### config.mk
export PLATFORM = sky130hd
export DESIGN_NAME = pwm_duty_meter_flat
export DESIGN_NICKNAME = d
export VERILOG_FILES = /design/src/rtl/pwm_duty_meter_if.sv /design/src/rtl/pwm_duty_meter.sv /design/src/flat_wrapper.sv
export SDC_FILE = /design/constraint.sdc
export NUM_CORES = 1
export LEC_CHECK = 0
export ABC_AREA = 1
export ABC_CLOCK_PERIOD_IN_PS = 4150
export CORE_ASPECT_RATIO = 0.6
export CORE_MARGIN = 3
export CORE_UTILIZATION = 66
export DETAILED_ROUTE_END_ITERATION = 8
export GPL_TIMING_DRIVEN = 0
export PLACE_DENSITY_LB_ADDON = 0.3
export SYNTH_ARGS = -nofsm -noshare
export SYNTH_HDL_FRONTEND = slang
export SYNTH_SLANG_ARGS = --single-unit
export TNS_END_PERCENT = 5
### constraint.sdc
create_clock -name clk -period 4.15 [get_ports clk]
set_input_delay 0.83 -clock clk [delete_from_list [all_inputs] [get_ports clk]]
set_output_delay 0.83 -clock clk [all_outputs]
set_load 0.02 [all_outputs]
### src/rtl/pwm_duty_meter_if.sv
// rtl/pwm_duty_meter_if.sv - PWM input and duty/period measurement result bundle
interface pwm_duty_meter_if #(
    parameter int CNT_W = 20
);
    logic             pwm_in;
    logic [7:0]       duty;
    logic             duty_valid;
    logic [CNT_W-1:0] period;
    logic             stuck;
    logic             overrun;

    modport master (
        output pwm_in,
        input  duty, duty_valid, period, stuck, overrun
    );

    modport slave (
        input  pwm_in,
        output duty, duty_valid, period, stuck, overrun
    );
endinterface

### src/rtl/pwm_duty_meter.sv
// rtl/pwm_duty_meter.sv - PWM duty cycle meter: 8-bit brightness code, period and stuck detect
module pwm_duty_meter #(
    parameter int CNT_W       = 20,
    parameter int TIMEOUT     = 800_000,
    parameter int SYNC_STAGES = 2,
    parameter int ACTIVE_LOW  = 0
) (
    input  logic             clk,
    input  logic             rst_n,
    pwm_duty_meter_if.slave  bus
);
    typedef enum logic [0:0] {IDLE, MEASURE} state_t;

    localparam logic             PIN_IDLE = (ACTIVE_LOW != 0);
    localparam logic [CNT_W-1:0] TMO      = CNT_W'(TIMEOUT);

    state_t           state;
    logic [SYNC_STAGES-1:0] sync_q;
    logic             pwm_s;
    logic             pwm_s_d;
    logic             rise;
    logic             tmo;
    logic [CNT_W-1:0] per_cnt;
    logic [CNT_W-1:0] hi_cnt;
    logic [CNT_W-1:0] per_lat;
    logic [CNT_W:0]   rem;
    logic [7:0]       quo;
    logic [3:0]       div_cnt;
    logic             div_busy;
    logic [7:0]       duty_q;
    logic             duty_valid_q;
    logic [CNT_W-1:0] period_q;
    logic             stuck_q;
    logic             overrun_q;

    logic [CNT_W:0]   trial;
    logic             ge;
    logic [CNT_W:0]   rem_nx;
    logic [8:0]       quo_nx;
    logic [7:0]       duty_sat;

    // Sync chain resets to the pin's inactive level so reset release never looks like an edge.
    always_ff @(posedge clk or negedge rst_n) begin
        if (!rst_n) begin
            sync_q <= {SYNC_STAGES{PIN_IDLE}};
        end else begin
            sync_q <= {sync_q[SYNC_STAGES-2:0], bus.pwm_in};
        end
    end

    assign pwm_s = sync_q[SYNC_STAGES-1] ^ PIN_IDLE;
    assign rise  = pwm_s & ~pwm_s_d;
    assign tmo   = (per_cnt == TMO) && !rise;

    // Restoring divide of hi*256 by period: the first step compares hi directly, later steps shift.
    always_comb begin
        trial    = (div_cnt == 4'd0) ? rem : {rem[CNT_W-1:0], 1'b0};
        ge       = (trial >= {1'b0, per_lat});
        rem_nx   = ge ? (trial - {1'b0, per_lat}) : trial;
        quo_nx   = {quo, ge};
        duty_sat = quo_nx[8] ? 8'hFF : quo_nx[7:0];
    end

    always_ff @(posedge clk or negedge rst_n) begin
        if (!rst_n) begin
            state        <= IDLE;
            pwm_s_d      <= 1'b0;
            per_cnt      <= '0;
            hi_cnt       <= '0;
            per_lat      <= '0;
            rem          <= '0;
            quo          <= '0;
            div_cnt      <= '0;
            div_busy     <= 1'b0;
            duty_q       <= '0;
            duty_valid_q <= 1'b0;
            period_q     <= '0;
            stuck_q      <= 1'b0;
            overrun_q    <= 1'b0;
        end else begin
            pwm_s_d      <= pwm_s;
            duty_valid_q <= 1'b0;
            overrun_q    <= 1'b0;

            if (rise) begin
                per_cnt <= CNT_W'(1);
                hi_cnt  <= CNT_W'(1);
            end else if (tmo) begin
                per_cnt <= '0;
                hi_cnt  <= '0;
            end else begin
                per_cnt <= per_cnt + CNT_W'(1);
                hi_cnt  <= hi_cnt + CNT_W'(pwm_s);
            end

            case (state)
                IDLE: begin
                    if (rise) state <= MEASURE;
                end
                MEASURE: begin
                    if (rise) begin
                        if (!div_busy) begin
                            per_lat  <= per_cnt;
                            rem      <= {1'b0, hi_cnt};
                            quo      <= '0;
                            div_cnt  <= '0;
                            div_busy <= 1'b1;
                        end else begin
                            overrun_q <= 1'b1;
                        end
                    end
                end
                default: state <= IDLE;
            endcase

            if (tmo) begin
                state        <= IDLE;
                duty_q       <= pwm_s ? 8'hFF : 8'h00;
                period_q     <= '0;
                stuck_q      <= 1'b1;
                duty_valid_q <= 1'b1;
            end

            if (div_busy) begin
                rem     <= rem_nx;
                quo     <= quo_nx[7:0];
                div_cnt <= div_cnt + 4'd1;
                if (div_cnt == 4'd8) begin
                    div_busy     <= 1'b0;
                    duty_q       <= duty_sat;
                    period_q     <= per_lat;
                    stuck_q      <= 1'b0;
                    duty_valid_q <= 1'b1;
                end
            end
        end
    end

    assign bus.duty       = duty_q;
    assign bus.duty_valid = duty_valid_q;
    assign bus.period     = period_q;
    assign bus.stuck      = stuck_q;
    assign bus.overrun    = overrun_q;
endmodule

### src/flat_wrapper.sv
// flat-port wrapper written by rule: the top's interface ports become plain ports
module pwm_duty_meter_flat 
#(
    parameter int CNT_W       = 20,
    parameter int TIMEOUT     = 800_000,
    parameter int SYNC_STAGES = 2,
    parameter int ACTIVE_LOW  = 0
)
  (clk, rst_n, bus_pwm_in, bus_duty, bus_duty_valid, bus_period, bus_stuck, bus_overrun);
  pwm_duty_meter_if #(.CNT_W(CNT_W)) bus_i ();
  input  logic clk;
  input  logic rst_n;
  input wire logic [$bits(bus_i.pwm_in)-1:0] bus_pwm_in;
  output wire logic [$bits(bus_i.duty)-1:0] bus_duty;
  output wire logic [$bits(bus_i.duty_valid)-1:0] bus_duty_valid;
  output wire logic [$bits(bus_i.period)-1:0] bus_period;
  output wire logic [$bits(bus_i.stuck)-1:0] bus_stuck;
  output wire logic [$bits(bus_i.overrun)-1:0] bus_overrun;
  assign bus_i.pwm_in = bus_pwm_in;
  assign bus_duty = bus_i.duty;
  assign bus_duty_valid = bus_i.duty_valid;
  assign bus_period = bus_i.period;
  assign bus_stuck = bus_i.stuck;
  assign bus_overrun = bus_i.overrun;
  pwm_duty_meter #(.CNT_W(CNT_W), .TIMEOUT(TIMEOUT), .SYNC_STAGES(SYNC_STAGES), .ACTIVE_LOW(ACTIVE_LOW)) u_core (.clk(clk), .rst_n(rst_n), .bus(bus_i));
endmodule
Word level (Yosys, flattened, before mapping)

Index checks and enable logic that the tools add are counted.

Register bits: 129
Logic and storage cells: 71
Input bits: 3

Order comparisons: 1
$add $sub $neg: 4
Muxes and demuxes: 39
Reduce and logical (&&, ||, !) cells: 7
Bitwise gates (word level): 3
Equality and inequality tests: 2

Operator list:

| kind                  | number |
|---|---|
| $mux 20               | 7 |
| $mux 21               | 5 |
| $mux 8                | 8 |
| $ge 21x20->1          | 1 |
| $sub 21x20->21        | 1 |
| $add 20x1->20         | 1 |
| $add 20x1->20 const B | 1 |
| $eq 20x20->1 const B  | 1 |
| $mux 1                | 16 |
| $mux 4                | 3 |
| $add 4x1->4 const B   | 1 |
| $eq 4x4->1 const B    | 1 |
| $logic_not 4->1       | 1 |
| $reduce_bool 2->1     | 2 |
| $reduce_and 3->1      | 1 |
| $not 1->1             | 2 |
| $reduce_and 2->1      | 1 |
| $and 1x1->1           | 1 |
| $logic_and 1x1->1     | 1 |
| $logic_not 1->1       | 1 |

Logic depth before layout (Yosys ltp)

Depth after elaboration: 7
Gate-level depth with buffers: 22
Gate-level depth less buffers: 21

Least setup slack after synthesis

Ideal clock, no wire load.

Path type: reg-to-reg
Start: register u_core.div_cnt[0]
End: register u_core.rem[10]
Arrival time: 2546 ps
Path slack: 1486 ps
Library setup time: 118 ps
Period minus slack after synthesis: 2664 ps
Stages on the path, launching flop included: 21
Buffers on the path: 2
Required time: 4032 ps
Cell sequence: dfrtp_1 -> inv_1 -> ha_1 -> nand2_2 -> clkbuf_1 -> nand2_1 -> o21ai_0 -> ha_1 -> nand2_1 -> inv_1 -> nand2_1 -> nor2_1 -> nand2_1 -> nand2_2 -> nor2_8 -> nand2_8 -> buf_6 -> nand2_1 -> nand2_1 -> o21bai_1 -> inv_1

Longest elaborated chain between the ends: 5
Elaborated cells on any way between the ends: 6

RTL lines:

| what                                           | RTL line                                   | text |
|---|---|---|
| start, declared                                | pwm_duty_meter.sv:28                       | `logic [3:0] div_cnt;` |
| start signal, assigned                         | pwm_duty_meter.sv:127                      | `div_cnt <= div_cnt + 4'd1;` |
| $logic_not 4->1 *                              | pwm_duty_meter.sv:57                       | `trial = (div_cnt == 4'd0) ? rem : {rem[CNT_W-1:0], 1'b0};` |
| $mux 21 *                                      | pwm_duty_meter.sv:57                       |  |
| $sub 21x20->21 or $ge 21x20->1 (tied branches) | pwm_duty_meter.sv:59, pwm_duty_meter.sv:58 |  |
| $mux 21 *                                      | pwm_duty_meter.sv:59                       | `rem_nx = ge ? (trial - {1'b0, per_lat}) : trial;` |
| $mux 21 *                                      | pwm_duty_meter.sv:124                      | `if (div_busy) begin` |
| end signal, assigned                           | pwm_duty_meter.sv:104                      | `rem <= {1'b0, hi_cnt};` |
| end signal, assigned                           | pwm_duty_meter.sv:125                      | `rem <= rem_nx;` |
| end, declared                                  | pwm_duty_meter.sv:26                       | `logic [CNT_W:0] rem;` |

Every way passes the cells marked *; elsewhere a longest branch is shown, timed or not.
A chain may end at the register's enable or synchronous reset.

Worst setup path after layout

Start: register u_core.div_cnt[0]
End: register u_core.rem[7]

Same word-level chain as after synthesis.

==> metrics.txt <==
Async SR Flop Fraction=1.00; clock input transition at the sequential cells of the worst setup and hold paths=60 ps; critical path's slowest cell=clkbuf_1; complex-gate fraction of the synthesized area=0.115; number of flops mapped to enable cells by yosys=0; total gr overflow=0; GPL Wtd Cong=1.06; worst slew margin relative to its limit=0.429; Total Wirelength=22900 um; post-placement cell count=1179; worst clock skew=11.3 ps; TritonCTS buffer count=17; main combinational cell family by area after synthesis=simple AND/OR/NAND/NOR gates; Clock H-tree levels=4; final antenna-violating net count=0; number of diodes added for antenna fixing=0; shortest period the worst path allows=3620 ps; residual DRC count=0; data required time of the worst path=4460 ps; overall power of the completed layout=7.58 mW; Final Util=0.794; Least-Margin Pin Slew=850 ps; via count normalized by instance count=6.00; status=finished, final reports clean; setup-violating endpoint count in the final report=0; root buffer cell=clkbuf_16; static leakage=4.29 nW; post-synthesis sequential element count=129; global-route wire length before repair=36600 um; buffer depth of the longest clock path=2; overall die width=143 um; area delta synth->final=15.0%; Clock Sinks=129; post-synthesis mux area share=0; final worst hold slack=325 ps; sequential area share after synthesis=0.432; number of input and output port buffers inserted=33; CP Data Arrival Time=3940 ps; count of maximum capacitance violations=0; maximum fanout encountered on the critical timing path=10; Critical Path Most Common Cell=nand2_1; Vert. Die Dim=88.4 um; peak ir drop on the vdd network=0.000436 V; post-route setup TNS=0 ps; category of the worst setup path capture point=register; post-CTS sizing=0; overall track demand over capacity in global routing=0.383; net count of the mapped netlist=1036; number of unique standard cell types used by synthesis=40; gate count of the mapped netlist=1006; number of antenna violations at the first check in global routing=0; kind of start point of the critical path=register; number of buffers inserted to repair setup after CTS=0; row count=29; I/O Pins=34; class of the most critical setup path=reg -> reg; power per unit of standard cell area=883 nW/um^2; number of iterations in the first detailed-routing pass=6; area inside the core boundary=10800 um^2; crit-path max cell delay=440 ps; simple-gate share of the synthesized area=0.286; total die area=12700 um^2; post-layout instance count excluding filler cells=1211; Fmax=0.276 GHz; Initial Utilization=0.691; worst min path class=in -> async; largest net degree at the start of global routing=87; via total after detailed routing=7264; post-synthesis share of cell area spent on full adders, half adders and majority gates=0.0462; CTS tree=yes; count of hold-fix buffers inserted at cts=0; Detailed Place HPWL=17100 um; ratio of cells with drive above 1 in the final layout=0.0560; leading register cell type out of synthesis=dfrtp_1; nets=1089; via count of the first global-routing pass=6764; register-to-register setup slack=530 ps; number of warnings printed during yosys synthesis=0; cell-by-cell listing of the critical path=inv_1 > ha_1 > nand2_2 > clkbuf_1 > nand2_1 > o21ai_0 > ha_1 > nand2_1 > inv_1 > nand2_1 > nor2_1 > nand2_1 > nand2_2 > nor2_8 > nand2_8 > buf_6 > o21ai_1 > nand2_1 > nand2_1 > inv_1; post-detailed-route wirelength per cell=18.9 um; unrepaired setup endpoints after global routing=false; clock insertion delay at the later pin of the skew report=420 ps; fraction of synthesized cell area in xor and xnor cells=0.0282; syn avg cell area=7.42 um^2; final period utilization=0.873; DRC violation total after the first TritonRoute iteration=982; Cell Area, Synth=7470 um^2; number of max-slew violations in the final report=0; number of hold violations in the final report=0
==> report_power, final <==
group | total (mW) | switching, mW | leakage [nW] | internal (mW)
sequential | 1.80 | 0.216 | 1.67 | 1.58
clock | 1.49 | 0.599 | 0.282 | 0.893
combinational | 4.29 | 2.84 | 2.33 | 1.45
==> synth_stat cells (12+ instances only) <==
master	instances	area share
nor2_1	80	0.040
ha_1	26	0.044
nand4_1	14	0.012
xor2_1	16	0.019
a21oi_1	39	0.026
nand2_1	276	0.14
o21ai_0	75	0.050
o22ai_1	15	0.013
nand3b_1	12	0.012
clkbuf_1	20	0.010
nor3_1	19	0.013
inv_1	141	0.071
nand3_1	69	0.046
dfrtp_1	129	0.43
==> critical path: cells and delay by family (launching register included) <==
kind	cells	cell delay, ps
AOI/OAI and AO/OA	2	390
DFF	1	370
and+or+nand+nor	11	1350
buffers and inverters	5	770
adders and majority gates	2	630
==> worst paths after layout <==
| path | from | endpoint | depth (start not counted) |
|---|---|---|---|
| setup / recovery | u_core.div_cnt[0] | u_core.rem[7] | 20 |
| hold / removal | rst_n | u_core.bus.period[5] | 1 |
| setup reg to reg | u_core.div_cnt[0] | u_core.rem[7] | 20 |
| hold reg to reg | u_core.sync_q[0] | u_core.sync_q[1] | 0 |
| max in group asynchronous | rst_n | u_core.hi_cnt[8] | 2 |
| min in group clk | u_core.sync_q[0] | u_core.sync_q[1] | 0 |
==> cell families (layout without fill, tap and decap cells) <==
| logic type | after synthesis | after routing |
|---|---|---|
| simple gates | 493 | 493 |
| fa+ha+maj | 27 | 27 |
| compound gates | 157 | 157 |
| flops | 129 | 129 |
| buf+inv | 176 | 242 |
| xor+xnor | 24 | 24 |
==> layout by cell type (no fill, tap or decap), types with 2 or more instances in the layout <==
cell type / instances
nor2_1: 80
nor3_1: 19
nor2_2: 5
nor4_1: 4
clkinv_2: 2
o21ai_0: 75
o21bai_1: 5
o21ai_1: 5
clkbuf_1: 21
nand2_1: 276
and2_1: 2
buf_6: 3
a22oi_1: 8
clkdlybuf4s50_1: 32
clkinv_4: 3
a31oi_1: 2
nor3b_1: 2
nand3_1: 69
a21oi_1: 39
o22ai_1: 15
buf_1: 2
inv_2: 4
bufinv_16: 2
buf_2: 7
ha_1: 26
nand2_2: 4
nand4_1: 14
o21a_1: 4
dfrtp_1: 129
xnor2_1: 8
clkbuf_16: 17
clkinvlp_4: 2
inv_6: 5
inv_1: 141
xor2_1: 16
nand3b_1: 12
==> cell type report <==
| type | count | area (um^2) |
|---|---|---|
| Clock inverter | 14 | 155 |
| Clock buffer | 18 | 429 |
| Multi-Input combinational cell | 701 | 3550 |
| Buffer | 31 | 140 |
| Inverter | 145 | 544 |
| Timing Repair Buffer | 34 | 359 |
| Fill cell | 768 | 2230 |
| Sequential cell | 129 | 3230 |
| Tap cell | 139 | 174 |
==> sequential cells by signal, indices dropped and copies added (netlist names) <==
signal and cells:
u_core.div_busy 1, u_core.div_cnt 4, u_core.rem 21, u_core.state 1, u_core.bus.duty 8, u_core.hi_cnt 20
u_core.per_lat 20, u_core.bus.period 20, u_core.bus.overrun 1, u_core.pwm_s_d 1, u_core.per_cnt 20, u_core.bus.duty_valid 1
u_core.bus.stuck 1, u_core.quo 8, u_core.sync_q 2
==> per-layer routing <==
layer / GRT usage / part of all wire / routed length [um]
met1: 0.566 / 0.43 / 9860
met2: 0.538 / 0.41 / 9360
met3: 0.133 / 0.14 / 3180
met4: 0.109 / 0.023 / 529
met5: 0 / 0 / 0
==> per-stage QoR <==
stage	setup WS (ps)	cell area, um^2
CTS	686	8580
detailed placement	732	8000
finish	527	8580
global route	250	8580
global placement	-2700	7970
floorplan	1490	7470
Power figures use the tool's default switching activity.
